==> src/rtl/pcie_seq_pkg.sv <==
// Shared state encoding and limits for the PCIe PERST# sequencer.
package pcie_seq_pkg;

  typedef enum logic [1:0] {
    ASSERT    = 2'd0,
    WAIT_LINK = 2'd1,
    LINKED    = 2'd2,
    FAIL      = 2'd3
  } seq_state_t;

  localparam logic [7:0] LINK_LOSS_MAX = 8'd255;

endpackage

==> src/rtl/pcie_perst_sequencer_sync_2ff.sv <==
// Generic two-flop synchronizer for a single asynchronous level.
module sync_2ff (
  input  logic clk,
  input  logic rst,
  input  logic d,
  output logic q
);

  logic meta;

  always_ff @(posedge clk or posedge rst) begin
    if (rst) begin
      meta <= 1'b0;
      q    <= 1'b0;
    end else begin
      meta <= d;
      q    <= meta;
    end
  end

endmodule

==> src/rtl/pcie_perst_sequencer.sv <==
// Pulses PERST# to the endpoint, waits for link-up with bounded retries,
// and reports link status, failure and link-loss events.
module pcie_perst_sequencer
  import pcie_seq_pkg::*;
#(
  parameter int PERST_HOLD_CYCLES   = 20,
  parameter int LINK_TIMEOUT_CYCLES = 4000,
  parameter int MAX_RETRIES         = 3,
  parameter int CNT_W               = 16
) (
  input  logic       CLK,
  input  logic       RESET,
  input  logic       start,
  input  logic       link_up,
  output logic       PCIe_perstn,
  output logic       busy,
  output logic       link_ok,
  output logic       fail,
  output logic [1:0] retry_cnt,
  output logic [7:0] link_loss_cnt
);

  localparam logic [CNT_W-1:0] HOLD_LAST    = CNT_W'(PERST_HOLD_CYCLES - 1);
  localparam logic [CNT_W-1:0] TIMEOUT_LAST = CNT_W'(LINK_TIMEOUT_CYCLES - 1);
  localparam logic [1:0]       RETRY_LIMIT  = 2'(MAX_RETRIES);

  seq_state_t       state, state_next;
  logic [CNT_W-1:0] cnt, cnt_next;
  logic [1:0]       retry_next;
  logic [7:0]       loss_next;
  logic             perstn_next, busy_next, ok_next, fail_next;
  logic             link_up_s;

  sync_2ff u_link_sync (
    .clk (CLK),
    .rst (RESET),
    .d   (link_up),
    .q   (link_up_s)
  );

  always_ff @(posedge CLK or posedge RESET) begin
    if (RESET) begin
      state         <= ASSERT;
      cnt           <= '0;
      retry_cnt     <= 2'd0;
      link_loss_cnt <= 8'd0;
      PCIe_perstn   <= 1'b0;
      busy          <= 1'b1;
      link_ok       <= 1'b0;
      fail          <= 1'b0;
    end else begin
      state         <= state_next;
      cnt           <= cnt_next;
      retry_cnt     <= retry_next;
      link_loss_cnt <= loss_next;
      PCIe_perstn   <= perstn_next;
      busy          <= busy_next;
      link_ok       <= ok_next;
      fail          <= fail_next;
    end
  end

  // A link drop coinciding with start still counts as a loss.
  always_comb begin
    state_next = state;
    cnt_next   = cnt;
    retry_next = retry_cnt;
    loss_next  = link_loss_cnt;
    case (state)
      ASSERT: begin
        if (cnt == HOLD_LAST) begin
          cnt_next   = '0;
          state_next = WAIT_LINK;
        end else begin
          cnt_next = cnt + CNT_W'(1);
        end
      end
      WAIT_LINK: begin
        if (link_up_s) begin
          cnt_next   = '0;
          state_next = LINKED;
        end else if (cnt == TIMEOUT_LAST) begin
          cnt_next = '0;
          if (retry_cnt < RETRY_LIMIT) begin
            retry_next = retry_cnt + 2'd1;
            state_next = ASSERT;
          end else begin
            state_next = FAIL;
          end
        end else begin
          cnt_next = cnt + CNT_W'(1);
        end
      end
      LINKED: begin
        if (!link_up_s || start) begin
          if (!link_up_s && link_loss_cnt != LINK_LOSS_MAX)
            loss_next = link_loss_cnt + 8'd1;
          retry_next = 2'd0;
          cnt_next   = '0;
          state_next = ASSERT;
        end
      end
      FAIL: begin
        if (start) begin
          retry_next = 2'd0;
          cnt_next   = '0;
          state_next = ASSERT;
        end
      end
      default: state_next = ASSERT;
    endcase
  end

  // Outputs are decoded from the next state so they register alongside it.
  always_comb begin
    perstn_next = (state_next != ASSERT);
    busy_next   = (state_next == ASSERT) || (state_next == WAIT_LINK);
    ok_next     = (state_next == LINKED);
    fail_next   = (state_next == FAIL);
  end

endmodule

==> config.mk <==
export PLATFORM = sky130hd
export DESIGN_NAME = pcie_perst_sequencer
export DESIGN_NICKNAME = d
export VERILOG_FILES = /design/src/rtl/pcie_seq_pkg.sv /design/src/rtl/pcie_perst_sequencer_sync_2ff.sv /design/src/rtl/pcie_perst_sequencer.sv
export SDC_FILE = /design/constraint.sdc
export NUM_CORES = 1
export LEC_CHECK = 0
export ABC_AREA = 1
export CAP_MARGIN = 15
export CORE_UTILIZATION = 33
export CTS_BUF_LIST = sky130_fd_sc_hd__clkbuf_4 sky130_fd_sc_hd__clkbuf_8 sky130_fd_sc_hd__clkbuf_16
export CTS_CLUSTER_DIAMETER = 100
export DETAILED_ROUTE_END_ITERATION = 7
export HOLD_SLACK_MARGIN = 0.15
export SETUP_SLACK_MARGIN = 0.5
export SLEW_MARGIN = 0
export SYNTH_ARGS = -nofsm -noshare
export SYNTH_HDL_FRONTEND = slang
export SYNTH_SLANG_ARGS = --single-unit
==> constraint.sdc <==
create_clock -name CLK -period 1.9 [get_ports CLK]
set_input_delay 0.19 -clock CLK [delete_from_list [all_inputs] [get_ports CLK]]
set_output_delay 0.19 -clock CLK [all_outputs]
set_load 0.1 [all_outputs]
==> impl_metrics.ini, run 1 <==
[power]
seqPwrFrac = 0.328
pwr-share-comb = 0.519
power.leakage_uw = 0.001238
vdd_drop_max_mv = 0.7491
p_switching_uw = 1688
p_per_area_nw_per_um2 = 1341
intPower_uw = 1896
sw_frac_of_total = 0.4710
power_frac_clock = 0.153

[floorplanning]
start_util = 0.3431
die-area_um2 = 6032
rows = 27
die_y_um = 77.67
die_w_um = 77.67
core_um2 = 5507
io_pins = 18

[sta]
fmax_mhz = 685.7
period_needed_ns = 1.458
worst_slack_ns = 0.4417
layout_worst_path_cycle_share = 0.7676
whs_ns = 0.2565
grt_setup_unrepaired = yes
hold_viol_final = 0
slew_viol_final = 0
timing.setup.tns_ns = 0
slew_headroom = 0.7914
setup_violations = 0
worst_pin_slew_ns = 0.3111
clock_skew_ns = 0.008273

[cts]
cts_root_buffer = clkbuf_8
clk_pin_slew_ns = 0.07
clock_latency_ns = 0.28
cts_tree = yes
cts.sinks = 34
clockBufferDepth = 2
cts_made_buffers = 5
holdBufCountCts = 0
h-tree-depth = 2

[synth]
synthCells = 245
yosys.area.top_type = dfrtp_1
synth_top_area_share = 0.4371
synth-main-ff-cell = dfrtp_1
synth_area_um2 = 1889
synth-edff-count = 0
synthTopCellsByCount = nand2_1, dfrtp_1, inv_1
synthTopCellsByArea = dfrtp_1, nand2_1, nand3_1
synth_seq_cells = 34
mappedNetlistNets = 252
synth_area_per_cell_um2 = 7.711
seq_area_frac_synth = 0.4510
yosysMostFrequentCell = nand2_1
synth_cell_type_count = 27
synth-async-reset-ratio = 1.000
yosysWarnings = 0

[worst_setup_path]
path_max_fanout = 6
worstPathRequired_ns = 2.07
slowest_delay_ns = 0.41
cp_cell_sequence = ha_4 -> nand3_4 -> nor2_4 -> nand2_2 -> nand2_4 -> nand3_4 -> inv_4 -> nor2_1
arrival_ns = 1.62
worstSetupPathType = flop to flop
crit_buf_inv = 1
slowest_stage = dfrtp_1
endpoint_kind = flop
crit_path_start_kind = flop
crit_family = simple AND/OR/NAND/NOR gates
cpMostUsedCell = nand3_4

[route]
wl_um = 4486
route.detailed.drc = 0
first_pass_iters = 4
vias = 1672
ant_nets = 0
drt_iter0_markers = 90
via_per_inst = 4.593
avgRoutedWirePerCell_um = 12.32

[global_route]
track_usage = 0.1492
antenna_found_initial = 0
grt_pass1_vias = 1461
overflow = 0
grt_pass1_wl_um = 6989
grt_start_max_net_pins = 35

[cells_and_area]
syn2layout_area_growth_pct = 41.46
drive_gt1_frac = 0.4178
diodes = 0
layout.nets = 298

[place]
pre_cts_ws_ns = 0.1617
hpwl_um = 2917
port_buffers = 17
gp_congestion = 0.8857

[run]
maxCapViolCount = 0

[worst_hold_path]
hold_path_class = input pin to asynchronous set/reset pin

[outcome]
status = finished, final reports clean
[worst reg2reg max path, cell delays in order (launching register included)]
cell and delay [ns]:
dfrtp_1 0.41, ha_4 0.18, nand3_4 0.11, nor2_4 0.15
nand2_2 0.10, nand2_4 0.10, nand3_4 0.14, inv_4 0.12
nor2_1 0.05
[through the flow]
| stage | utilization | instance area (um2) | total power (uW) | instances |
|---|---|---|---|---|
| 2_1_floorplan | - | 1957 | 2272 | 245 |
| 3_3_place_gp | 0.3985 | 2195 | 2563 | 335 |
| 3_5_place_dp | 0.3985 | 2195 | 2582 | 335 |
| 4_1_cts | 0.4435 | 2442 | 3351 | 353 |
| 5_1_grt | 0.4853 | 2673 | 3827 | 364 |
| 6_report | 0.4853 | 2673 | 3584 | 364 |
[per-layer routing]
layer	part of all wire	vias to the layer above	global-route usage
met5	0	-	0
met4	0.0096	0	0.03962
met3	0.032	2	0.03765
met2	0.51	24	0.2372
met1	0.45	789	0.2010
li1	-	857	-
[power by group through the flow]
stage	sequential [uW]	combinational, uW	clock, uW
after floorplan	1580	687	0
after global placement	1180	1380	0
after detailed placement	1180	1400	0
after CTS	1170	1620	563
after global routing	1210	2010	606
final	1180	1860	548
[path summary, 6_finish.rpt]
check                                 start               end  slack, ns  depth (start not counted)
max in group asynchronous             RESET              busy       1.40                          3
min in group CLK           u_link_sync.meta     u_link_sync.q       0.35                          0
min                                   RESET  link_loss_cnt[2]       0.26                          3
max                                  cnt[0]           cnt[15]       0.44                          8
min reg2reg                u_link_sync.meta     u_link_sync.q       0.35                          0
max reg2reg                          cnt[0]           cnt[15]       0.44                          8
[registers in the layout, summed over array words and instances, names as in the netlist]
register,cells
retry_cnt,2
u_link_sync.q,1
u_link_sync.meta,1
state,2
cnt,16
link_ok,1
fail,1
busy,1
PCIe_perstn,1
link_loss_cnt,8
[repair_timing]
action	CTS	global route
cloned	0	1
resized for setup	18	41
pin swaps	8	17
buffers inserted	10	10
setup endpoints to repair	29	29
[cell families after synthesis]
family	synth area share
buffers and inverters	0.08675
XOR/XNOR	0.05099
adder cells (fa/ha/maj)	0.01987
AND/OR/NAND/NOR	0.3523
flip-flops	0.4510
AO/OA/AOI/OAI	0.03907
[layout make-up]
class                           count  area (um2)
Clock buffer                        6       82.58
Sequential cell                    34       882.1
Timing Repair Buffer               40       335.3
Clock inverter                      2       12.51
Multi-Input combinational cell    173        1120
Inverter                           37       150.1
Fill cell                         521        2834
Tap cell                           72       90.09
[layout by cell type (no fill, tap or decap), drive strengths merged, types with 6 or more instances in the layout]
cell    count
dfrtp      33
nor3       11
buf        37
xor2        6
nor2       32
a21oi       6
nand3      26
inv        36
o21ai       8
nand2      72
clkbuf      6
Power figures use the tool's default switching activity.
==> inputs of run 2 (changes only) <==
Clock period 1.9 ns to 1.3 ns, I/O delays scaled along.
==> run 2 against run 1 <==
  * The flow now finishes with violations (setup timing)
  * Combinational power up 110%
  * Maximum frequency down 3.6%
  * Setup slack worse by 0.65 ns
  * Die area unchanged
  * Clock skew down 0.00084 ns
  * Critical endpoint is now cnt[4]
  * Largest cell class unchanged
==> impl_metrics.ini, run 2 (synthesis results as in run 1) <==
[outcome]
status = complete, but fails checks
violations = setup timing

[global_route]
grtUsageMet2 = 0.3283
track_usage = 0.2017
grt_start_max_net_pins = 18
overflow = 0
met1_usage = 0.2500
antenna_found_initial = 0
grt_pass1_vias = 1990
met3_usage = 0.04235
grt_pass1_wl_um = 9363
globalRoute.busiestLayer = met2

[worst_setup_path]
endpoint_kind = flop
crit_path_start_kind = flop
path_max_fanout = 6
cp-startpoint = cnt[8]
arrival_ns = 1.69
rr_startpoint = cnt[8]
worstSetupPathType = flop to flop
worstPathRequired_ns = 1.48

[cts]
clockBufferDepth = 2
cts_made_buffers = 5
cts.sinks = 34
holdBufCountCts = 0
clk_pin_slew_ns = 0.07
h-tree-depth = 2
clock_latency_ns = 0.29
cts_root_buffer = clkbuf_8
cts_tree = yes

[floorplanning]
core_um2 = 5507
start_util = 0.3431
die_y_um = 77.67
rows = 27
die_w_um = 77.67
io_pins = 18
die-area_um2 = 6032

[place]
hpwl_um = 3764
place_inst = 396
dpl_cell_area_um2 = 2933
gp_congestion = 0.9282
port_buffers = 17

[worst_hold_path]
hold_path_class = input pin to asynchronous set/reset pin

[sta]
worst_slack_ns = -0.2124
clock_skew_ns = 0.007431
slew_headroom = 0.7715
period_needed_ns = 1.512
layout_worst_path_cycle_share = 1.163
whs_ns = 0.1514
setup_violations = 33
worst_pin_slew_ns = 0.3420
grt_setup_unrepaired = yes
slew_viol_final = 0
fmax_mhz = 661.2
hold_viol_final = 0

[cells_and_area]
layout.nets = 354
regMostFlops = cnt
drive_gt1_frac = 0.6006
diodes = 0
syn2layout_area_growth_pct = 85.30
final_common_cell = buf_4
nFillCells = 411
reg.largest.list = cnt: 16 flops, link_loss_cnt: 8 flops
final_cells = 420
most-common-layout-cells = buf_4, nand2_1, inv_1
multi_input_area_um2 = 1255
final_area_um2 = 3501
largest_reg_flops = 16
seq_area_um2 = 897.1

[route]
first_pass_iters = 4
avgRoutedWirePerCell_um = 14.58
vias = 2055
via_per_inst = 4.893
ant_nets = 0
drt_iter0_markers = 214
wl_um = 6124
route.detailed.drc = 0

[power]
power_frac_clock = 0.128
pwr-share-comb = 0.616
sw_frac_of_total = 0.4511
p_per_area_nw_per_um2 = 1847
p_switching_uw = 2916
vdd_drop_max_mv = 0.9836
intPower_uw = 3549
power.leakage_uw = 0.001615
seqPwrFrac = 0.256

[run]
maxCapViolCount = 0
## run 2: cell types whose count changed in the layout (fill, tap and decap cells not counted), sizes merged
| cell | before | now |
|---|---|---|
| buf | 37 | 94 |
| nand2 | 72 | 71 |
| clkinvlp | 1 | 2 |
| inv | 36 | 35 |
## run 2: power by group through the flow
stage	logic (uW)	clock network [uW]	registers, uW
after global placement	3170	0	1620
after CTS	3620	842	1640
final	3980	825	1650
after detailed placement	3200	0	1630
after floorplan	1130	0	2340
after global routing	4250	886	1690
## run 2: final cells by class
type                       count  share of cell area
timing repair buffer          97              0.2877
sequential                    34              0.2563
inverter                      37             0.04467
clock inverter                 2            0.003574
multi-input combinational    172              0.3585
clock buffer                   6             0.02359
tap                           72             0.02573
## run 2: final timing paths
kind	end	slack (ns)	cells after the start
setup / recovery	cnt[4]	-0.21	8
hold / removal	link_loss_cnt[7]	0.15	2
setup reg to reg	cnt[4]	-0.21	8
hold reg to reg	u_link_sync.q	0.35	0
max in group asynchronous	cnt[5]	0.76	3
min in group CLK	u_link_sync.meta	0.27	1
## run 2: critical path, stage by stage, from the launching register on
cell     delay (ns)
dfrtp_1        0.43
nor2_2         0.15
nand3_2        0.13
nor2_4         0.17
nand2_2        0.09
nand2_4        0.11
nand3_4        0.14
inv_4          0.12
nor3_1         0.05
## run 2: timing repair
item	4_1_cts	5_1_grt
setup buffers	12	4
pin swaps	26	17
endpoints found under the setup margin	46	46
gates resized for setup	63	29
## run 2: stage by stage
stage | TNS (ns) | worst slack (ns) | power (uW) | util
6_report | -4.216 | -0.2124 | 6465 | 0.6358
3_5_place_dp | -3.292 | -0.2161 | 4826 | 0.5326
2_1_floorplan | -2.067 | -0.2665 | 3465 | -
3_3_place_gp | -2.414 | -0.2113 | 4791 | 0.5326
5_1_grt | -6.255 | -0.2731 | 6819 | 0.6358
4_1_cts | -1.508 | -0.1108 | 6103 | 0.6108
## run 2: routing by layer
layer / up-vias / share of wire
li1: 974 / -
met5: - / 0
met4: 0 / 0.038
met2: 58 / 0.51
met1: 1002 / 0.41
met3: 21 / 0.040
